`config.mk`:
```
export PLATFORM = sky130hd
export DESIGN_NAME = alu_op_sequencer
export DESIGN_NICKNAME = d
export VERILOG_FILES = /design/src/rtl/alu_pkg.sv /design/src/rtl/alu_op_decode.sv /design/src/rtl/alu_op_sequencer.sv
export SDC_FILE = /design/constraint.sdc
export NUM_CORES = 1
export LEC_CHECK = 0
export ABC_AREA = 1
export CAP_MARGIN = 20
export CORE_MARGIN = 5
export CORE_UTILIZATION = 44
export CTS_CLUSTER_SIZE = 12
export DETAILED_ROUTE_END_ITERATION = 8
export PLACE_DENSITY = 0.83
export SLEW_MARGIN = 20
export SYNTH_ARGS = -nofsm -noshare
export SYNTH_HDL_FRONTEND = slang
export SYNTH_HIERARCHICAL = 1
export SYNTH_SLANG_ARGS = --single-unit
export TNS_END_PERCENT = 30
```
`constraint.sdc`:
```
create_clock -name clk -period 1.8 [get_ports clk]
set_clock_uncertainty 0.2 [all_clocks]
set_input_delay 0.54 -clock clk [delete_from_list [all_inputs] [get_ports clk]]
set_output_delay 0.54 -clock clk [all_outputs]
set_load 0.01 [all_outputs]
```
`src/rtl/alu_pkg.sv`:
```
// Shared constants for the ALU operation sequencer: opcode map, MuxOut select
// bit order and FSM state encoding.
package alu_pkg;

    localparam int NUM_OPS = 7;

    localparam logic [2:0] OP_AND = 3'd0;
    localparam logic [2:0] OP_OR  = 3'd1;
    localparam logic [2:0] OP_XOR = 3'd2;
    localparam logic [2:0] OP_NOT = 3'd3;
    localparam logic [2:0] OP_ADD = 3'd4;
    localparam logic [2:0] OP_SUB = 3'd5;
    localparam logic [2:0] OP_MUL = 3'd6;
    localparam logic [2:0] OP_ILL = 3'd7;

    // Bit positions of the one-hot select, in MuxOut input order.
    localparam int SEL_AND = 0;
    localparam int SEL_OR  = 1;
    localparam int SEL_XOR = 2;
    localparam int SEL_NOT = 3;
    localparam int SEL_ADD = 4;
    localparam int SEL_SUB = 5;
    localparam int SEL_MUL = 6;

    localparam logic [1:0] ST_IDLE  = 2'd0;
    localparam logic [1:0] ST_MWAIT = 2'd1;
    localparam logic [1:0] ST_HOLD  = 2'd2;

endpackage

```
`src/rtl/alu_op_decode.sv`:
```
// Combinational opcode decoder: 3-bit opcode to MuxOut one-hot select plus
// an illegal-opcode flag. Illegal opcodes select nothing.
module alu_op_decode
    import alu_pkg::*;
(
    input  logic [2:0]         opcode,
    output logic [NUM_OPS-1:0] onehot,
    output logic               illegal
);

    always_comb begin
        onehot  = '0;
        illegal = 1'b0;
        if (opcode == OP_ILL) begin
            illegal = 1'b1;
        end else begin
            onehot = NUM_OPS'(1) << opcode;
        end
    end

endmodule

```
`src/rtl/alu_op_sequencer.sv`:
```
// Operand/control stage ahead of MuxOut: accepts one op at a time, registers
// operands, drives the one-hot select and holds the result until taken.
//
// state | meaning
// IDLE  | ready for a new operation
// MWAIT | multiplier running, counting down its latency
// HOLD  | result valid, select and operands frozen until res_ready
module alu_op_sequencer
    import alu_pkg::*;
#(
    parameter int K           = 7,
    parameter int MULT_CYCLES = 4
) (
    input  logic         clk,
    input  logic         rst,
    input  logic         op_valid,
    output logic         op_ready,
    input  logic [2:0]   opcode,
    input  logic [K-1:0] a_in,
    input  logic [K-1:0] b_in,
    output logic [K-1:0] a_q,
    output logic [K-1:0] b_q,
    output logic [6:0]   sel,
    output logic         mult_start,
    output logic         res_valid,
    output logic         res_err,
    input  logic         res_ready
);

    localparam int CW = $clog2(MULT_CYCLES + 1);
    localparam logic [CW-1:0] CNT_LOAD = CW'(MULT_CYCLES - 1);

    logic [1:0]    state_q, state_d;
    logic [CW-1:0] cnt_q, cnt_d;
    logic [K-1:0]  a_d, b_d;
    logic [6:0]    sel_q, sel_d;
    logic          mult_start_q, mult_start_d;
    logic          res_valid_q, res_valid_d;
    logic          res_err_q, res_err_d;
    logic [6:0]    dec_onehot;
    logic          dec_illegal;
    logic [K-1:0]  a_q_r, b_q_r;

    alu_op_decode u_decode (
        .opcode  (opcode),
        .onehot  (dec_onehot),
        .illegal (dec_illegal)
    );

    assign op_ready = !rst && (state_q == ST_IDLE);

    always_comb begin
        state_d      = state_q;
        cnt_d        = cnt_q;
        a_d          = a_q_r;
        b_d          = b_q_r;
        sel_d        = sel_q;
        res_err_d    = res_err_q;
        mult_start_d = 1'b0;
        case (state_q)
            ST_IDLE: begin
                cnt_d = '0;
                if (op_valid && op_ready) begin
                    a_d       = a_in;
                    b_d       = b_in;
                    sel_d     = dec_onehot;
                    res_err_d = dec_illegal;
                    if (opcode == OP_MUL) begin
                        mult_start_d = 1'b1;
                        if (MULT_CYCLES == 1) begin
                            state_d = ST_HOLD;
                        end else begin
                            state_d = ST_MWAIT;
                            cnt_d   = CNT_LOAD;
                        end
                    end else begin
                        state_d = ST_HOLD;
                    end
                end
            end
            ST_MWAIT: begin
                if (cnt_q <= CW'(1)) begin
                    state_d = ST_HOLD;
                    cnt_d   = '0;
                end else begin
                    cnt_d = cnt_q - CW'(1);
                end
            end
            ST_HOLD: begin
                cnt_d = '0;
                if (res_ready) begin
                    state_d   = ST_IDLE;
                    sel_d     = '0;
                    res_err_d = 1'b0;
                end
            end
            default: begin
                state_d   = ST_IDLE;
                cnt_d     = '0;
                sel_d     = '0;
                res_err_d = 1'b0;
            end
        endcase
        res_valid_d = (state_d == ST_HOLD);
    end

    always_ff @(posedge clk) begin
        if (rst) begin
            state_q      <= ST_IDLE;
            cnt_q        <= '0;
            a_q_r        <= '0;
            b_q_r        <= '0;
            sel_q        <= '0;
            mult_start_q <= 1'b0;
            res_valid_q  <= 1'b0;
            res_err_q    <= 1'b0;
        end else begin
            state_q      <= state_d;
            cnt_q        <= cnt_d;
            a_q_r        <= a_d;
            b_q_r        <= b_d;
            sel_q        <= sel_d;
            mult_start_q <= mult_start_d;
            res_valid_q  <= res_valid_d;
            res_err_q    <= res_err_d;
        end
    end

    assign a_q        = a_q_r;
    assign b_q        = b_q_r;
    assign sel        = sel_q;
    assign mult_start = mult_start_q;
    assign res_valid  = res_valid_q;
    assign res_err    = res_err_q;

endmodule

```
======== Word level (Yosys, flattened, before mapping) ========
Index checks and enable logic that the tools add are counted.
storage, ports and cells
  input bits .............................. 21
  bits in registers ....................... 29
  output and inout bits ................... 25
cells by class
  equal/unequal tests ..................... 7
  $lt $le $gt $ge ......................... 1
  multiplexer cells ....................... 18
  shifts and indexed selects .............. 1
  bitwise logic cells ..................... 3
  reduce and logical (&&, ||, !) cells .... 7
  add/subtract/negate cells ............... 1
operators by type and width
  cell                 count
  $mux 7               3
  $pmux 7 s3           1
  $mux 2               6
  $shl 1x3->7 const A  1
  $eq 3x3->1 const B   2
  $pmux 2 s3           1
  $pmux 3 s2           1
  $eq 2x2->1 const B   2
  $mux 1               4
  $le 3x1->1 const B   1
  $mux 3               1
  $not 1->1            3
  $pmux 1 s3           1
  $reduce_and 3->1     1
  $reduce_or 3->1      1
  $sub 3x1->3 const B  1
  $eq 2x1->1 const B   1
  $logic_and 1x1->1    2
  $logic_not 2->1      1
  $ne 2x1->1 const B   1
  $ne 2x2->1 const B   1
  $reduce_and 2->1     1
  $logic_not 1->1      1

======== Depth between registers and ports, before layout ========
Gate-level depths: netlist (run 1).
  word-level depth ........................ 6
  mapped depth ............................ 8
  depth with buffers taken out ............ 7

======== Hierarchy ========
The synthesis (run 1) kept the hierarchy.
modules (own cells, without submodules)
  module            instances  cells an instance  area an instance (um2)
  alu_op_sequencer  1          173                1232.4
  alu_op_decode     1          15                 56.3

======== Least setup slack after synthesis (run 1) ========
Ideal clock, no wire load.
  path type ............................... in2out
  start point ............................. in rst
  end point ............................... out op_ready
  required time ........................... 1.060 ns
  path buffers ............................ 2
  arrival ................................. 1.092 ns
  setup slack ............................. -0.032 ns
  stages .................................. 5
  path through ............................ buf_4 -> inv_2 -> buf_2 -> nand2_1 -> inv_1
on the way
  longest elaborated chain between the ends .. 2
ends and longest elaborated chain
  what               RTL line                RTL
  start, declared    alu_op_sequencer.sv:15  input logic rst,
  $logic_not 1->1    alu_op_sequencer.sv:50  assign op_ready = !rst && (state_q == ST_IDLE);
  $logic_and 1x1->1  alu_op_sequencer.sv:50
  end, declared      alu_op_sequencer.sv:17  output logic op_ready,
No other way between the ends.

======== Worst setup path after layout (run 1) ========
Same ends and word-level chain as after synthesis.

==> reports/summary.md, run 1 <==
• **sequential power share** 51.7%
• **number of vias per cell after detailed routing** 4.39
• **TritonCTS clock tree** done
• **number of synthesized register bits** 29
• **Crit-path slowest cell** clkdlybuf4s15_1
• **commonest cells after routing, fill and taps aside** nand2_1 (54), nor2_1 (32), dfxtp_1 (28)
• **count of final setup violators** 0
• **number of rows in the core area** 19
• **part of the power in the clock network** 26.9%
• **Finished Layout Cells** 278
• **Hold Violations, Final** 0
• **max frequency** 0.571 GHz
• **Syn Std Cell Area** 0.00129 mm²
• **first-pass GRT wire length** 4750 µm
• **post-layout minimum cycle time** 1.75 ns
• **cell internal power dissipation** 0.984 mW
• **port bufs** 45
• **DR pass1 iterations** 4
• **number of post-CTS setup repair buffers** 0
• **max-slew violation total from the final report** 0
• **Max Root-Sink Buffers** 2
• **share of the clock period used by the worst path after layout** 97.3%
• **switching part of the total power** 28.0%
• **first-iteration detailed-routing DRC count** 35
• **area of the core** 0.00278 mm²
• **CP Data Required Time** 1.06 ns
• **highest ir drop seen on vdd** 0.650 mV
• **commonest non-fill, non-tap cell in the layout** nand2_1
• **wire per inst** 9.81 µm
• **CP max FO** 2
• **endpoint arrival time on the critical path** 1.01 ns
• **type of the worst setup path** primary input to output port
• **total inserted antenna cells** 0
• **critical path startpoint category** primary input
• **Mean Syn Cell Area** 6.85 µm²
• **Synth-to-Final Area Change** 45.2%
• **worst hold-check path type** flop to flop
• **outcome** completed
• **worst flop-to-flop path startpoint** state_q[0]$_SDFF_PP0_
• **unrepaired setup endpoints after global routing** true
• **starting density of the core** 46.3%
• **clock tree root buffer cell** clkbuf_4
• **P_sw** 0.383 mW
• **Slew HR** 84.1%
• **Die Width** 64.1 µm
• **static power due to leakage** 1.02 nW
• **maximum number of pins on one net before global-route repair** 24
• **CTS buffer count** 5
• **Slew @ Worst Pin** 0.238 ns
• **startpoint of the worst setup timing path** rst
• **number of distinct library cell variants in the gate-level netlist after synthesis** 23
• **Syn Nets** 211
• **Crit path largest cell delay** 0.19 ns
• **antenna violations before repair** 0
• **share of final-layout standard cells stronger than drive strength 1** 13.4%
• **final antenna-violating net count** 0
• **synthesized instance count** 188
• **Post-DP HPWL** 2050 µm
• **number of warnings issued by yosys** 6
• **worst-case hold slack** 0.260 ns
• **routed vias** 1221
• **core occupancy in the finished layout** 67.3%
• **DRC violation count after routing** 0
• **# IOs** 46
• **die height** 64.1 µm
• **net count of the finished layout** 269
• **Cells after DPL** 270
• **Setup crit end kind** output port
• **vias in the first global route** 1155
• **Cell Pwr Density** 730 mW/mm²
• **Reg clk slew, reported paths** 0.08 ns
• **sequential fraction of the synthesis area** 45.0%
• **max-capacitance violation count** 0
• **All-Layer GR Usage** 14.7%
• **total global routing overflow** 0
• **number of sinks driven by the clock tree** 29
• **Logic pwr share** 21.4%
• **sum of routed wire length over all layers** 2730 µm
• **die area** 0.00411 mm²
• **critical path, cell by cell** clkdlybuf4s15_1 > inv_2 > nand2_1 > inv_1 > buf_6
• **routability congestion estimate** 0.736
• **startpoint of the worst hold path** a_q[1]$_SDFFE_PP0P_
• **H-tree depth** 2
• **later-pin clock latency in the skew report** 0.33 ns
==> logic make-up (layout without fill, tap and decap cells) <==
family                   Yosys count  after routing  share of synthesized area, %
buffers and inverters             38             97                          12.4
adder cells (fa/ha/maj)            2              2                          1.94
flip-flops                        29             29                          45.0
XOR/XNOR                           1              1                         0.680
AO/OA/AOI/OAI                      5              5                          2.43
AND/OR/NAND/NOR                  113            113                          37.5
==> final timing paths <==
kind	to	slack [ns]	depth (start not counted)
setup reg to reg	sel[4]$_SDFFE_PP0P_	0.35	8
setup / recovery	op_ready	0.05	5
hold / removal	a_q[1]$_SDFFE_PP0P_	0.26	2
hold reg to reg	a_q[1]$_SDFFE_PP0P_	0.26	2
==> worst max-delay path: cells and delay by family <==
kind | cells | cell delay (ns)
buffers and inverters | 4 | 0.42
AND/OR/NAND/NOR | 1 | 0.05
==> registers in the layout (all words and copies together), names as in the netlist <==
signal / cells
sel: 7
res_valid: 1
state_q: 2
a_q: 7
cnt_q: 3
mult_start: 1
b_q: 7
res_err: 1
==> synthesized netlist by cell type (all sizes together) <==
cell type | number | area share, %
a21oi | 3 | 1.2
and3 | 1 | 0.49
buf | 5 | 2.8
clkbuf | 1 | 0.29
dfxtp | 29 | 45
ha | 2 | 1.9
inv | 32 | 9.3
nand2 | 55 | 16
nand3 | 19 | 8.2
nand3b | 1 | 0.58
nand4 | 2 | 0.97
nor2 | 34 | 11
nor3 | 1 | 0.39
o21ai | 1 | 0.68
o21bai | 1 | 0.58
xnor2 | 1 | 0.68
==> power groups by stage <==
stage / Combinational [mW] / Clock (mW) / Sequential [mW]
floorplan: 0.127 / 0 / 0.746
global placement: 0.321 / 0 / 0.722
detailed placement: 0.322 / 0 / 0.724
CTS: 0.292 / 0.385 / 0.708
global route: 0.330 / 0.418 / 0.714
finish: 0.292 / 0.367 / 0.707
==> final cells by class <==
cell class | instances | area, µm²
multi-input combinational | 121 | 556
timing repair buffer | 57 | 524
tap | 31 | 38.8
clock buffer | 6 | 41.3
fill | 246 | 910
sequential | 29 | 582
clock inverter | 2 | 10.0
inverter | 32 | 120
==> stage by stage <==
stage          setup TNS, ns  total power [mW]  setup WS, ns  area, µm²
2_1_floorplan              0             0.873       0.00372       1290
3_3_place_gp           -8.32              1.04        -0.640       1840
3_5_place_dp           -8.32              1.05        -0.628       1840
4_1_cts                    0              1.39        0.0274       1860
5_1_grt              -0.0150              1.46       -0.0150       1870
6_report                   0              1.37        0.0484       1870
==> metal layers <==
layer	vias to the layer above	part of all wire (%)	global-route usage, %
li1	678	-	-
met2	35	46	24.2
met1	503	41	14.6
met4	0	2.3	8.40
met3	5	11	8.06
met5	-	0	0
==> timing repair <==
| item | in CTS | in global routing |
|---|---|---|
| setup endpoints to repair | 25 | 2 |
| hold buffers | 0 | 0 |
| gates resized for setup | 30 | 3 |
| pin swaps | 0 | 0 |
Power figures use the tool's default switching activity.
==> run 2, diff against run 1 <==
Settings changed: RECOVER_POWER set to 50.
==> run 2 against run 1 <==
Against the previous run: register-to-register slack got worse by 0.05 ns; clock-buffer cell count did not move; critical path depth did not move; maximum frequency barely moved; sequential power barely moved; utilization fell by 0.54 points; first-iteration DRC count fell by 20%; largest power group unchanged.
==> reports/summary.md, run 2 (synthesized netlist as in run 1, its figures left out) <==
• **share of final-layout standard cells stronger than drive strength 1** 12.1%, -1.2 points
• **Post-CTS Hold Buffers** 0, unchanged
• **max-capacitance violation count** 0, unchanged
• **starting density of the core** 46.3%, unchanged
• **All-Layer GR Usage** 14.7%, unchanged
• **CTS buffer count** 5, unchanged
• **Filler Cell Count** 250, +1.6%
• **minimum setup slack among reg-to-reg paths** 0.30 ns, -0.05 ns
• **# IOs** 46, unchanged
• **Max Root-Sink Buffers** 2, unchanged
• **Crit-path slowest cell** clkdlybuf4s15_1
• **Reg clk slew, reported paths** 0.08 ns, about the same
• **die height** 64.1 µm, unchanged
• **DR pass1 iterations** 4, unchanged
• **Hold Path Sink** a_q[1]$_SDFFE_PP0P_
• **later-pin clock latency in the skew report** 0.33 ns, about the same
• **critical path startpoint category** primary input
• **outcome** completed
• **CP top delay family** buffers and inverters
• **number of sinks driven by the clock tree** 29, unchanged
• **Setup crit end kind** output port
• **post-layout minimum cycle time** 1.75 ns, +0.000101 ns
• **Slew @ Worst Pin** 0.257 ns, +0.0192 ns
• **Post-DP HPWL** 2050 µm, unchanged
• **area of all placed cells without fillers** 0.00186 mm², -0.80%
• **die area** 0.00411 mm², unchanged
• **worst hold-check path type** flop to flop
• **area post-placement** 0.00184 mm², unchanged
• **maximum number of pins on one net before global-route repair** 24, unchanged
• **commonest non-fill, non-tap cell in the layout** nand2_1
• **unrepaired setup endpoints after global routing** true
• **net count of the finished layout** 269, unchanged
• **CP Data Required Time** 1.06 ns, about the same
• **Hold Violations, Final** 0, unchanged
• **number of vias per cell after detailed routing** 4.38, -0.33%
• **area of the core** 0.00278 mm², unchanged
• **routed vias** 1217, -0.33%
• **total global routing overflow** 0, unchanged
• **number of buffers and inverters on the critical path** 4, unchanged
• **core occupancy in the finished layout** 66.8%, -0.54 points
• **Die Width** 64.1 µm, unchanged
• **worst flop-to-flop path startpoint** state_q[0]$_SDFF_PP0_
• **Reg2Reg Capture Point** sel[4]$_SDFFE_PP0P_
• **critical path, cell by cell** clkdlybuf4s15_1 > inv_2 > nand2_1 > inv_1 > buf_6
• **Finished Layout Cells** 278, unchanged
• **Cells after DPL** 270, unchanged
• **first-pass GRT wire length** 4750 µm, unchanged
• **highest ir drop seen on vdd** 0.649 mV, about the same
• **max-slew violation total from the final report** 0, unchanged
• **Cell Pwr Density** 734 mW/mm², +0.45%
• **Hold Path Cell Cnt** 2, unchanged
• **vias in the first global route** 1155, unchanged
• **commonest cells after routing, fill and taps aside** nand2_1 (55), nor2_1 (32), dfxtp_1 (28)
• **number of rows in the core area** 19, unchanged
• **type of the worst setup path** primary input to output port
• **sum of routed wire length over all layers** 2730 µm, about the same
• **max frequency** 0.571 GHz, about the same
• **Synth-to-Final Area Change** 44.1%
• **static power due to leakage** 1.01 nW, -0.16%
• **Slew HR** 82.8%, -1.3 points
• **port bufs** 45, unchanged
• **routability congestion estimate** 0.736, unchanged
• **total inserted antenna cells** 0, unchanged
• **count of final setup violators** 0, unchanged
• **Crit path largest cell delay** 0.19 ns, about the same
• **startpoint of the worst setup timing path** rst
• **clock tree root buffer cell** clkbuf_4
• **wire per inst** 9.82 µm, about the same
• **H-tree depth** 2, unchanged
• **startpoint of the worst hold path** a_q[1]$_SDFFE_PP0P_
• **first-iteration detailed-routing DRC count** 28, -20%
• **TritonCTS clock tree** done
• **number of cell instances on the worst register-to-register path** 8, unchanged
• **antenna violations before repair** 0, unchanged
• **final antenna-violating net count** 0, unchanged
• **CP max FO** 2, unchanged
• **DRC violation count after routing** 0, unchanged
• **share of the clock period used by the worst path after layout** 97.3%, about the same
• **endpoint arrival time on the critical path** 1.01 ns, about the same
==> run 2: cell types whose count changed in the layout (fill, tap and decap cells not counted), sizes merged <==
| cell | previous run | this run |
|---|---|---|
| buf | 13 | 11 |
| clkbuf | 6 | 8 |
| clkdlybuf4s50 | 19 | 18 |
| dlygate4sd3 | 0 | 1 |
==> run 2: layout make-up <==
cell class | instances | area, µm² | share of cell area, %
clock buffers | 6 | 41.3 | 2.22
clock inverters | 2 | 10.0 | 0.539
inverters | 32 | 120 | 6.47
multi-input cells | 121 | 541 | 29.1
flip-flops and latches | 29 | 582 | 31.3
well taps | 31 | 38.8 | 2.09
repair buffers | 57 | 524 | 28.2
==> run 2: repair_timing <==
item,in CTS,in global routing
gates resized for setup,30,3
setup endpoints to repair,25,2
setup buffers,0,0
==> run 2: tightest hold or removal path, stage by stage, from the launching register on <==
cell	delay [ns]
dfxtp_1	0.31
nand3_1	0.07
nand2_1	0.04
==> run 2: worst max-delay path by stage <==
| stage | end | slack, ns | cells past startpoint |
|---|---|---|---|
| 2_1_floorplan | op_ready | 0.004 | 5 |
| 4_1_cts | op_ready | 0.03 | 4 |
| 6_report | op_ready | 0.05 | 5 |
| 5_1_grt | op_ready | -0.02 | 4 |
| 3_3_place_gp | op_ready | -0.64 | 5 |
| 3_5_place_dp | op_ready | -0.63 | 5 |
==> run 2: report_power, final <==
part / switching [mW] / leakage, nW / internal (mW)
clock: 0.219 / 0.0320 / 0.148
sequential: 0.0192 / 0.239 / 0.688
combinational: 0.143 / 0.743 / 0.145
total: 0.381 / 1.01 / 0.981
==> run 2: routing by layer <==
metal,GRT usage (%),vias to the layer above,part of all wire [%]
li1,-,679,-
met1,14.6,498,41
met2,24.2,35,46
met3,8.06,5,11
met4,8.40,0,2.3
met5,0,-,0
==> run 2: stage by stage <==
step                      hold slack, ns  setup TNS (ns)  power [mW]  worst slack, ns
after detailed placement           0.253           -8.32        1.05           -0.628
final                              0.260               0        1.36           0.0483
after global placement             0.249           -8.32        1.04           -0.640
after CTS                          0.264               0        1.39           0.0274
after floorplan                    0.287               0       0.873          0.00372
after global routing               0.279         -0.0215        1.46          -0.0150
